`config.mk`:
```
export PLATFORM = sky130hd
export DESIGN_NAME = pipeline_hazard_unit
export DESIGN_NICKNAME = d
export VERILOG_FILES = /design/src/rtl/pipeline_hazard_unit.sv
export SDC_FILE = /design/constraint.sdc
export NUM_CORES = 1
export LEC_CHECK = 0
export CORE_MARGIN = 2
export CORE_UTILIZATION = 57
export CTS_BUF_LIST = sky130_fd_sc_hd__clkbuf_8
export DETAILED_ROUTE_END_ITERATION = 6
export HOLD_SLACK_MARGIN = 0.02
export PLACE_DENSITY = 0.89
export SYNTH_ARGS = -nofsm -noshare
export SYNTH_HDL_FRONTEND = slang
export SYNTH_SLANG_ARGS = --single-unit
```
`constraint.sdc`:
```
create_clock -name clk_i -period 3.55 [get_ports clk_i]
set_input_delay 0.355 -clock clk_i [delete_from_list [all_inputs] [get_ports clk_i]]
set_output_delay 0.355 -clock clk_i [all_outputs]
set_load 0.05 [all_outputs]
```
`src/rtl/pipeline_hazard_unit.sv`:
```
// ============================================================================
// pipeline_hazard_unit: load-use stall, ALU forwarding and branch flush control
// for a five-stage LEGv8 pipeline, with saturating performance counters.
// Revision: 1.0
// ============================================================================
`default_nettype none

module pipeline_hazard_unit #(
  parameter int REG_ADDR_W   = 5,
  parameter int ZERO_REG     = 31,
  parameter int BRANCH_STAGE = 3,
  parameter int CNT_W        = 32
) (
  input  logic                  clk_i,
  input  logic                  rst_ni,
  input  logic                  id_valid_i,
  input  logic [REG_ADDR_W-1:0] id_rs1_i,
  input  logic [REG_ADDR_W-1:0] id_rs2_i,
  input  logic                  id_use_rs1_i,
  input  logic                  id_use_rs2_i,
  input  logic [REG_ADDR_W-1:0] id_rd_i,
  input  logic                  id_regwrite_i,
  input  logic                  id_memread_i,
  input  logic                  br_taken_i,
  input  logic                  clear_counters_i,
  output logic                  stall_o,
  output logic                  flush_if_id_o,
  output logic                  flush_id_ex_o,
  output logic                  flush_ex_mem_o,
  output logic [1:0]            fwd_a_o,
  output logic [1:0]            fwd_b_o,
  output logic [1:0]            state_o,
  output logic [CNT_W-1:0]      stall_count_o,
  output logic [CNT_W-1:0]      flush_count_o,
  output logic [CNT_W-1:0]      retire_count_o
);

  localparam logic [REG_ADDR_W-1:0] C_ZERO_RD = ZERO_REG[REG_ADDR_W-1:0];
  localparam logic                  C_KILL_EX_MEM = (BRANCH_STAGE == 3);

  typedef struct packed {
    logic                  valid;
    logic [REG_ADDR_W-1:0] rd;
    logic                  regwrite;
    logic                  memread;
  } sb_entry_t;

  typedef enum logic [1:0] {
    ST_RUN   = 2'd0,
    ST_STALL = 2'd1,
    ST_FLUSH = 2'd2
  } state_t;

  sb_entry_t        ex_q, mem_q, wb_q;
  sb_entry_t        ex_d, mem_d;
  logic [1:0]       fwd_a_q, fwd_b_q, fwd_a_d, fwd_b_d;
  state_t           state_q;
  logic [CNT_W-1:0] stall_cnt_q, flush_cnt_q, retire_cnt_q;

  logic flush_w, stall_w, advance_w;
  logic ex_hit_a_w, ex_hit_b_w, mem_hit_a_w, mem_hit_b_w;

  function automatic logic hit(input sb_entry_t e, input logic [REG_ADDR_W-1:0] rs,
                               input logic use_rs);
    return use_rs && e.valid && e.regwrite && (e.rd != C_ZERO_RD) && (e.rd == rs);
  endfunction

  function automatic logic [CNT_W-1:0] bump(input logic [CNT_W-1:0] cnt, input logic inc,
                                            input logic clr);
    if (clr)
      return '0;
    else if (inc && (cnt != '1))
      return cnt + CNT_W'(1);
    else
      return cnt;
  endfunction

  // Flush outputs are suppressed while reset is held.
  assign flush_w     = br_taken_i & rst_ni;

  assign ex_hit_a_w  = hit(ex_q,  id_rs1_i, id_use_rs1_i);
  assign ex_hit_b_w  = hit(ex_q,  id_rs2_i, id_use_rs2_i);
  assign mem_hit_a_w = hit(mem_q, id_rs1_i, id_use_rs1_i);
  assign mem_hit_b_w = hit(mem_q, id_rs2_i, id_use_rs2_i);

  assign stall_w   = id_valid_i && !flush_w && ex_q.memread && (ex_hit_a_w || ex_hit_b_w);
  assign advance_w = id_valid_i && !stall_w && !flush_w;

  always_comb begin
    ex_d          = '0;
    mem_d         = ex_q;
    fwd_a_d       = 2'b00;
    fwd_b_d       = 2'b00;
    if (advance_w) begin
      ex_d.valid    = 1'b1;
      ex_d.rd       = id_rd_i;
      ex_d.regwrite = id_regwrite_i;
      ex_d.memread  = id_memread_i;
      // EX producer is one stage younger than MEM, so it takes precedence.
      fwd_a_d = ex_hit_a_w ? 2'b10 : (mem_hit_a_w ? 2'b01 : 2'b00);
      fwd_b_d = ex_hit_b_w ? 2'b10 : (mem_hit_b_w ? 2'b01 : 2'b00);
    end
    if (flush_w && C_KILL_EX_MEM)
      mem_d.valid = 1'b0;
  end

  always_ff @(posedge clk_i or negedge rst_ni) begin
    if (!rst_ni) begin
      ex_q         <= '0;
      mem_q        <= '0;
      wb_q         <= '0;
      fwd_a_q      <= 2'b00;
      fwd_b_q      <= 2'b00;
      stall_cnt_q  <= '0;
      flush_cnt_q  <= '0;
      retire_cnt_q <= '0;
    end else begin
      ex_q         <= ex_d;
      mem_q        <= mem_d;
      wb_q         <= mem_q;
      fwd_a_q      <= fwd_a_d;
      fwd_b_q      <= fwd_b_d;
      stall_cnt_q  <= bump(stall_cnt_q,  stall_w,    clear_counters_i);
      flush_cnt_q  <= bump(flush_cnt_q,  flush_w,    clear_counters_i);
      retire_cnt_q <= bump(retire_cnt_q, wb_q.valid, clear_counters_i);
    end
  end

  always_ff @(posedge clk_i or negedge rst_ni) begin
    if (!rst_ni)
      state_q <= ST_RUN;
    else if (flush_w)
      state_q <= ST_FLUSH;
    else if (stall_w)
      state_q <= ST_STALL;
    else
      state_q <= ST_RUN;
  end

  assign stall_o        = stall_w;
  assign flush_if_id_o  = flush_w;
  assign flush_id_ex_o  = flush_w;
  assign flush_ex_mem_o = flush_w & C_KILL_EX_MEM;
  assign fwd_a_o        = fwd_a_q;
  assign fwd_b_o        = fwd_b_q;
  assign state_o        = state_q;
  assign stall_count_o  = stall_cnt_q;
  assign flush_count_o  = flush_cnt_q;
  assign retire_count_o = retire_cnt_q;

endmodule

`default_nettype wire
```
---- After elaboration in Yosys (flattened, before gate mapping) ----
Cells that the tools add are included.
storage, ports and cells
  flip-flop bits (word level) ............. 118
  latch bits .............................. 0
  RAM bits ................................ 0
  bits in read-only memories .............. 0
  bits of input ports ..................... 24
  output and inout port bits .............. 106
  memories ................................ 0
cells by class
  $add $sub $neg .......................... 3
  $mul .................................... 0
  divide/modulo/power cells ............... 0
  $lt $le $gt $ge ......................... 0
  eq/ne operators ......................... 9
  shift operators ......................... 0
  mux-type cells .......................... 16
  bitwise operators ....................... 1
  reduce and logical (&&, ||, !) cells .... 30
operators by type and width
  cell                     count
  $mux W32                 6
  $add A32 B1 Y32 const B  3
  $ne A32 B32 Y1 const B   3
  $logic_and A1 B1 Y1      24
  $eq A5 B5 Y1             4
  $mux W2                  5
  $ne A5 B5 Y1 const B     2
  $mux W8                  1
  $reduce_bool A2 Y1       3
  $mux W1                  4
  $logic_not A1 Y1         2
  $and A1 B1 Y1            1
  $logic_or A1 B1 Y1       1

---- Logic depth before layout (Yosys ltp) ----
Gate-level depths: netlist (run 1).
  depth in word-level cells ............... 10
  depth in mapped cells ................... 8

---- Least setup slack after synthesis (run 1) ----
Ideal clock, no wire load.
  kind .................................... reg2reg
  from .................................... reg retire_cnt_q[0], in the netlist retire_count_o[0]
  to ...................................... reg retire_cnt_q[12], in the netlist retire_count_o[12]
  library setup time ...................... 0.132 ns
  arrival time ............................ 2.325 ns
  data required time ...................... 3.418 ns
  setup slack ............................. 1.093 ns
  cell stages (with the launch flop) ...... 9
  clock period less this slack ............ 2.457 ns
  path through ............................ dfrtp_1 > ha_1 > nand4_1 > or4_4 > o31a_4 > buf_6 > nand4_1 > xor2_1 > nor2_1
on the way
  word-level cells in the longest chain between the ends .. 3
  elaborated cells on any way between the ends .. 6
  classes of those cells .................. add/sub (1); eq/ne (1); mux (2); reduce/logical (2)
ends and longest elaborated chain
  element                                                   line    source
  start, declared                                           58      logic [CNT_W-1:0] stall_cnt_q, flush_cnt_q, retire_cnt_q;
  start signal, assigned                                    125     retire_cnt_q <= bump(retire_cnt_q, wb_q.valid, clear_counters_i);
  $add A32 B1 Y32 / $ne A32 B32 Y1 (equally long branches)  73, 72
  $mux W32 / $logic_and A1 B1 Y1 (equally long branches)    72      else if (inc && (cnt != '1))
  $mux W32 / $reduce_bool A2 Y1 (equally long branches)     --
Several ways; a longest one is shown, not always the timed one. The select of a mux whose other input is x is not followed.
A chain may end at the register's enable or synchronous reset.

---- Final worst setup path (run 1) ----
  from .................................... reg flush_cnt_q[3], in the netlist flush_count_o[3]
  to ...................................... reg flush_cnt_q[15], in the netlist flush_count_o[15]
on the way
  word-level cells in the longest chain between the ends .. 3
  elaborated cells on any way between the ends .. 6
  classes of those cells .................. add/sub (1); eq/ne (1); mux (2); reduce/logical (2)
ends and longest elaborated chain
  element                                                   line    source
  start, declared                                           58
  start signal, assigned                                    124     flush_cnt_q <= bump(flush_cnt_q, flush_w, clear_counters_i);
  $add A32 B1 Y32 / $ne A32 B32 Y1 (equally long branches)  73, 72
  $mux W32 / $logic_and A1 B1 Y1 (equally long branches)    72
  $mux W32 / $reduce_bool A2 Y1 (equally long branches)     --
Several ways; a longest one is shown, not always the timed one. The select of a mux whose other input is x is not followed.

==> results.md, run 1 <==
* Netlist Area Pre-Place at 6070 sq um
* Post-synth ARST share at between 90% and 100%
* Placer congestion estimate at roughly 0.92
* Utilization after layout at ~77%
* Vias per cell at 6.08
* Clk buf depth at 2
* Antenna cells at 0
* Detailed Place HPWL at 11.2 mm
* LEAKAGE at 3.09 nW
* Largest net degree at the start of global routing at 75
* Dpl cell area at between 7000 and 8000 sq um
* Yosys reg bits at 118
* Post-cts sizing count at 0
* Power Density at 373 nW/um^2
* WP buf/inv at 1
* CP Cell Sequence: and4_1 -> nand4_1 -> nor4_2 -> buf_4 -> nor3b_1 -> xnor2_1 -> nor2_1
* Worst Hold Margin at approximately 0.019 ns
* Status: completed
* Crit-path max cell delay at 0.87 ns
* Post-route DRC at 0
* NumNets Final at 796
* Hold-fix buffers, CTS at 0
* Reg clk slew, reported paths at approximately 0.080 ns
* Post-synth EDFFs at 0
* Top delay family on crit path: simple AND/OR/NAND/NOR gates
* RSZ-0062 raised after global routing: false
* Nature of the critical path startpoint: flop
* Nature of the critical path endpoint: flop
* Setup TNS at 0 ns
* Clock period minus worst slack at between 2 and 3 ns
* Syn. warnings at 0
* Layout cell share with drive strength beyond 1 at 7.16%
* Die Wd at 107 um
* # fillers at 684
* Worst VDD drop at 206 uV
* GR Overflow Total at 0
* P&R area growth vs syn at 30.2%
* Drt wl/cell at 17.7 um
* Most frequently used flop master after synthesis: dfrtp_1
* Post-Syn Instances at 641
* Global-route wire length before repair at ~27 mm
* Final Hold Vio Count at 0
* Max Fclk at 346 MHz
* Initial Utilization at 58.8%
* Slowest cell on crit path: nor4_2
* DR pass1 iterations at 5
* Sequential element share of the synthesized area at 48.6%
* WP data arrival at 3.20 ns
* # rows at 37
* Clock latency on the worst-skew pair at 0.44 ns
* Worst slew margin at between 15 and 20%
* Number of global-route vias before repair at 5485
* Total setup buffers inserted after CTS at 0
* Count of final setup violators at 0
* Port Buffers at 129
* Detail Route Antenna Nets at 0
* Num CTS Buffers at 17
* Core area at 10300 sq um
* H-tree levels at 4
* Critical path class: reg2reg
* Footprint of the multi-input gates at roughly 3000 sq um
* Slew Viols, Final at 0
* Cell variety after synth at 46
* Crit-path max FO at 13
* Syn_nets at 668
* Slew @ Worst Pin at 1.26 ns
* 1st-iter DRT viols at approximately 430
* Initial antenna violation count at 0
* CP Data Required Time at 3.86 ns
* Max-Cap Viols at 0
* Synth Area per Inst at roughly 9.5 sq um
* Register Area at around 3000 sq um
* CTS sink count at 118
* TritonCTS clock tree: built
* Die Footprint at 11500 sq um
* Post-route design area at slightly below 8000 sq um
* Hold crit path type: in2async
* Root Driver: clkbuf_8
* Via count at 5584
* Tcrit/Tclk final at 81.5%
* Skew final at 0.0156 ns
* GRT Util Overall at 29.4%
* Die height at 107 um
* IO Count at 130
* WL final at ~16 mm
[layer usage]
layer	track usage [%]	part of all wire [%]	vias up
li1	-	-	2546
met2	48.2	50	264
met5	0	0	-
met4	11.7	2.4	0
met1	38.8	41	2737
met3	4.98	6.6	37
[metrics by stage]
stage                     setup slack [ns]  total power [W]  instances
after global placement               0.725          0.00155        886
after CTS                            0.634          0.00296        918
after detailed placement             0.601          0.00156        886
final                                0.659          0.00295        918
after floorplan                       1.09          0.00147        641
after global routing                 0.392          0.00303        918
[synth_stat cells, types with 4 or more instances]
cell type    n  area share (%)
a21oi_1     32             2.6
and2_1      13             1.3
nor2_1      85             5.3
o31ai_1      6            0.74
nor4_1       7            0.72
xor2_1      43             6.2
xnor2_1     37             5.3
nor3_1      21             1.7
nand2_1     33             2.0
clkbuf_1    19             1.2
dfrtp_1    118              49
and3_1      19             2.0
nand4_1     44             4.5
or4_1        7            0.87
nand3_1     44             3.6
buf_2        4            0.33
o21ai_0     25             2.1
and4_1       8             1.2
nor3_2       4            0.66
inv_1       13            0.80
or3_1       24             2.5
[worst paths after layout]
check                      cells past startpoint                          from                             to  slack (ns)
max in group asynchronous                      3                        rst_ni  retire_count_o[1]$_DFFE_PN0P_        2.17
hold / removal                                 2                        rst_ni   stall_count_o[3]$_DFFE_PN0P_        0.02
hold reg to reg                                0             ex_q[1]$_DFF_PN0_             mem_q[1]$_DFF_PN0_        0.38
min in group clk_i                             2              clear_counters_i  stall_count_o[10]$_DFFE_PN0P_        0.37
setup / recovery                               7  flush_count_o[3]$_DFFE_PN0P_  flush_count_o[15]$_DFFE_PN0P_        0.66
setup reg to reg                               7  flush_count_o[3]$_DFFE_PN0P_  flush_count_o[15]$_DFFE_PN0P_        0.66
[registers in the layout (all words and copies together), names as in the netlist]
signal          flops
retire_count_o     32
fwd_b_o             2
wb_q                1
flush_count_o      32
ex_q                8
fwd_a_o             2
stall_count_o      32
state_o             2
mem_q               7
[cell usage in the layout, fill, tap and decap left out, drive strengths merged, types with 7 or more instances in the layout]
cell,Yosys,final
nor4,9,9
nor3,25,25
a21oi,32,32
dfrtp,118,118
or3,24,24
and2,13,13
o21ai,26,26
clkdlybuf4s50,0,126
and3,19,19
inv,13,14
nand4,44,44
o31ai,7,7
or4,8,8
nand3,45,45
nor2,85,85
xor2,43,43
xnor2,37,37
buf,7,9
and4,8,8
clkbuf,19,18
nand2,33,33
[power by group]
group	leakage, nW	switching, W	internal [W]	total (W)
Clock	0.222	0.000570	0.000848	0.00142
Combinational	1.24	0.000101	0.0000568	0.000158
Sequential	1.63	0.0000165	0.00136	0.00137
Total	3.09	0.000688	0.00226	0.00295
[cell type report]
| class | count | area share, % |
|---|---|---|
| Multi-Input combinational cell | 484 | 37.3 |
| Tap cell | 136 | 2.15 |
| Clock inverter | 14 | 2.63 |
| Clock buffer | 18 | 3.13 |
| Timing Repair Buffer | 135 | 16.8 |
| Sequential cell | 118 | 37.3 |
| Inverter | 13 | 0.617 |
[kinds of logic (layout without fill, tap and decap cells)]
kind of cell | count (synthesis) | in the layout | share of synthesized area [%]
buf+inv | 39 | 180 | 2.74
xor+xnor | 80 | 80 | 11.5
mux | 3 | 3 | 0.556
simple gates | 320 | 320 | 28.0
fa+ha+maj | 3 | 3 | 0.618
compound gates | 78 | 78 | 7.95
flops | 118 | 118 | 48.6
No activity file was read; power rests on OpenSTA's default activity.
==> run 2: changes to the inputs <==
Settings changed: CORE_UTILIZATION 57 to 53, PLACE_DENSITY 0.89 to 0.84.
Clock period 3.55 ns to 3 ns, I/O delays scaled along.
==> run 2 against run 1 <==
  * Utilization fell by 6.5 points
  * Sequential share of layout area fell by 0.14 points
  * First-iteration DRC count rose by 5.9%
  * Hold slack improved by 0.36 ns
==> results.md, run 2 (synthesized netlist as in run 1, its figures left out) <==
* H-tree levels at 4
* Slew Viols, Final at 0
* RSZ-0062 raised after global routing: false
* IO Count at 130
* Max-Cap Viols at 0
* Final Hold Vio Count at 0
* WL final at 15.7 mm
* Clk buf depth at 2
* TritonCTS clock tree: built
* Worst Hold Margin at roughly 0.38 ns
* Detail Route Antenna Nets at 0
* Status: completed
* Core area at around 11000 sq um
* LEAKAGE at 3.13 nW
* Die height at 111 um
* Tcrit/Tclk final at 89.5%
* Initial Utilization at 53.6%
* Layout cell share with drive strength beyond 1 at roughly 7.6%
* Met1 usage at 35.2%
* Global route hottest layer: met2
* Initial antenna violation count at 0
* Crit. Startpoint: ex_q[2]$_DFF_PN0_
* Drt wl/cell at 16.9 um
* Num CTS Buffers at 17
* Clock latency on the worst-skew pair at 0.43 ns
* Max Fclk at 373 MHz
* Via count at 5531
* Antenna cells at 0
* GRT Util Overall at a little over a quarter
* Largest net degree at the start of global routing at 87
* Hold crit path type: reg2reg
* FF-to-FF Start: stall_count_o[2]$_DFFE_PN0P_
* Setup TNS at 0 ns
* Critical path class: reg2out
* CTS sink count at 118
* Nature of the critical path startpoint: flop
* # rows at 39
* Die Footprint at between 10000 and 15000 sq um
* WP data arrival at ~2.4 ns
* Crit-path max FO at 28
* Count of final setup violators at 0
* Worst slew margin at between 20 and 30%
* Root Driver: clkbuf_8
* Placer congestion estimate at 0.941
* Clock period minus worst slack at 2.68 ns
* P&R area growth vs syn at 30.7%
* Number of global-route vias before repair at 5466
* Commonest cells after routing, fill and taps aside: clkdlybuf4s50_1, dfrtp_1, nor2_1
* DR pass1 iterations at 6
* Die Wd at 111 um
* Worst VDD drop at 274 uV
* Hold_sp: ex_q[1]$_DFF_PN0_
* NumNets Final at 800
* Port Buffers at 129
* Grt met2 use at 42.9%
* Detailed Place HPWL at 11.0 mm
* Post-route DRC at 0
* Skew final at 0.0106 ns
* Nature of the critical path endpoint: primary output
* 1st-iter DRT viols at between 400 and 500
* Global-route wire length before repair at 26.7 mm
* Commonest non-fill, non-tap cell in the layout: clkdlybuf4s50_1
* Slew @ Worst Pin at 1.06 ns
* Vias per cell at 5.96
* Power Density at 429 nW/um^2
* CP Data Required Time at 2.70 ns
* Met3 usage in global routing at 5.96%
* Reg clk slew, reported paths at 0.07 ns
* GR Overflow Total at 0
run 2: cell count changes in the layout (fill, tap and decap cells not counted), sizes merged:
cell	previous run	this run
buf	9	15
clkinvlp	4	0
clkdlybuf4s50	126	123
clkbuf	18	20
bufinv	5	4
clkinv	4	5
dlygate4sd3	0	1
inv	14	15
run 2: cell type report:
| cell class | count | area (sq um) |
|---|---|---|
| Clock inverter | 11 | 156 |
| Timing Repair Buffer | 139 | 1360 |
| Tap cell | 143 | 179 |
| Inverter | 13 | 48.8 |
| Sequential cell | 118 | 2950 |
| Fill cell | 840 | 3380 |
| Clock buffer | 20 | 275 |
| Multi-Input combinational cell | 484 | 2960 |
run 2: where the power goes:
| part | leakage, nW | switching (W) | internal (W) | total [W] |
|---|---|---|---|---|
| Clock | 0.231 | 0.000628 | 0.000957 | 0.00158 |
| Combinational | 1.26 | 0.000120 | 0.0000700 | 0.000190 |
| Sequential | 1.63 | 0.0000196 | 0.00161 | 0.00163 |
run 2: path summary, 6_finish.rpt:
check	end	slack (ns)	cells past startpoint
min in group asynchronous	retire_count_o[7]$_DFFE_PN0P_	0.45	3
min	mem_q[1]$_DFF_PN0_	0.38	0
max	stall_o	0.32	6
min reg2reg	mem_q[1]$_DFF_PN0_	0.38	0
max reg2reg	stall_count_o[17]$_DFFE_PN0P_	0.50	7
max in group asynchronous	fwd_a_o[1]$_DFF_PN0_	1.13	4
run 2: repair_timing:
item / CTS / global route
endpoints found under the hold margin: 32 / 0
resized for setup: 0 / 1
endpoints found under the setup margin: 0 / 1
hold buffers: 1 / 0
setup buffers: 0 / 0
run 2: per-layer routing:
layer	routed length [um]	up-vias	part of all wire, %
met5	0	-	0
met3	973	35	6.2
met4	329	0	2.1
met1	6670	2689	42
li1	-	2557	-
met2	7730	250	49
run 2: worst max-delay path, cell delays in order (launching register included):
cell     delay, ns
dfrtp_1       0.45
xnor2_1       0.21
nand4_1       0.15
nor3_2        0.43
o21ai_4       0.26
inv_1         0.22
buf_4         0.24
run 2: per-stage QoR:
stage / total power [W] / cell area (sq um) / utilization, % / setup slack [ns] / instances
final: 0.00340 / 7940 / 70.1 / 0.316 / 928
after detailed placement: 0.00185 / 7490 / 66.1 / 0.277 / 896
after global routing: 0.00351 / 7940 / 70.1 / 0.120 / 928
after CTS: 0.00342 / 7930 / 70.0 / 0.181 / 928
after floorplan: 0.00174 / 6070 / - / 0.543 / 641
after global placement: 0.00184 / 7490 / 66.1 / 0.406 / 896
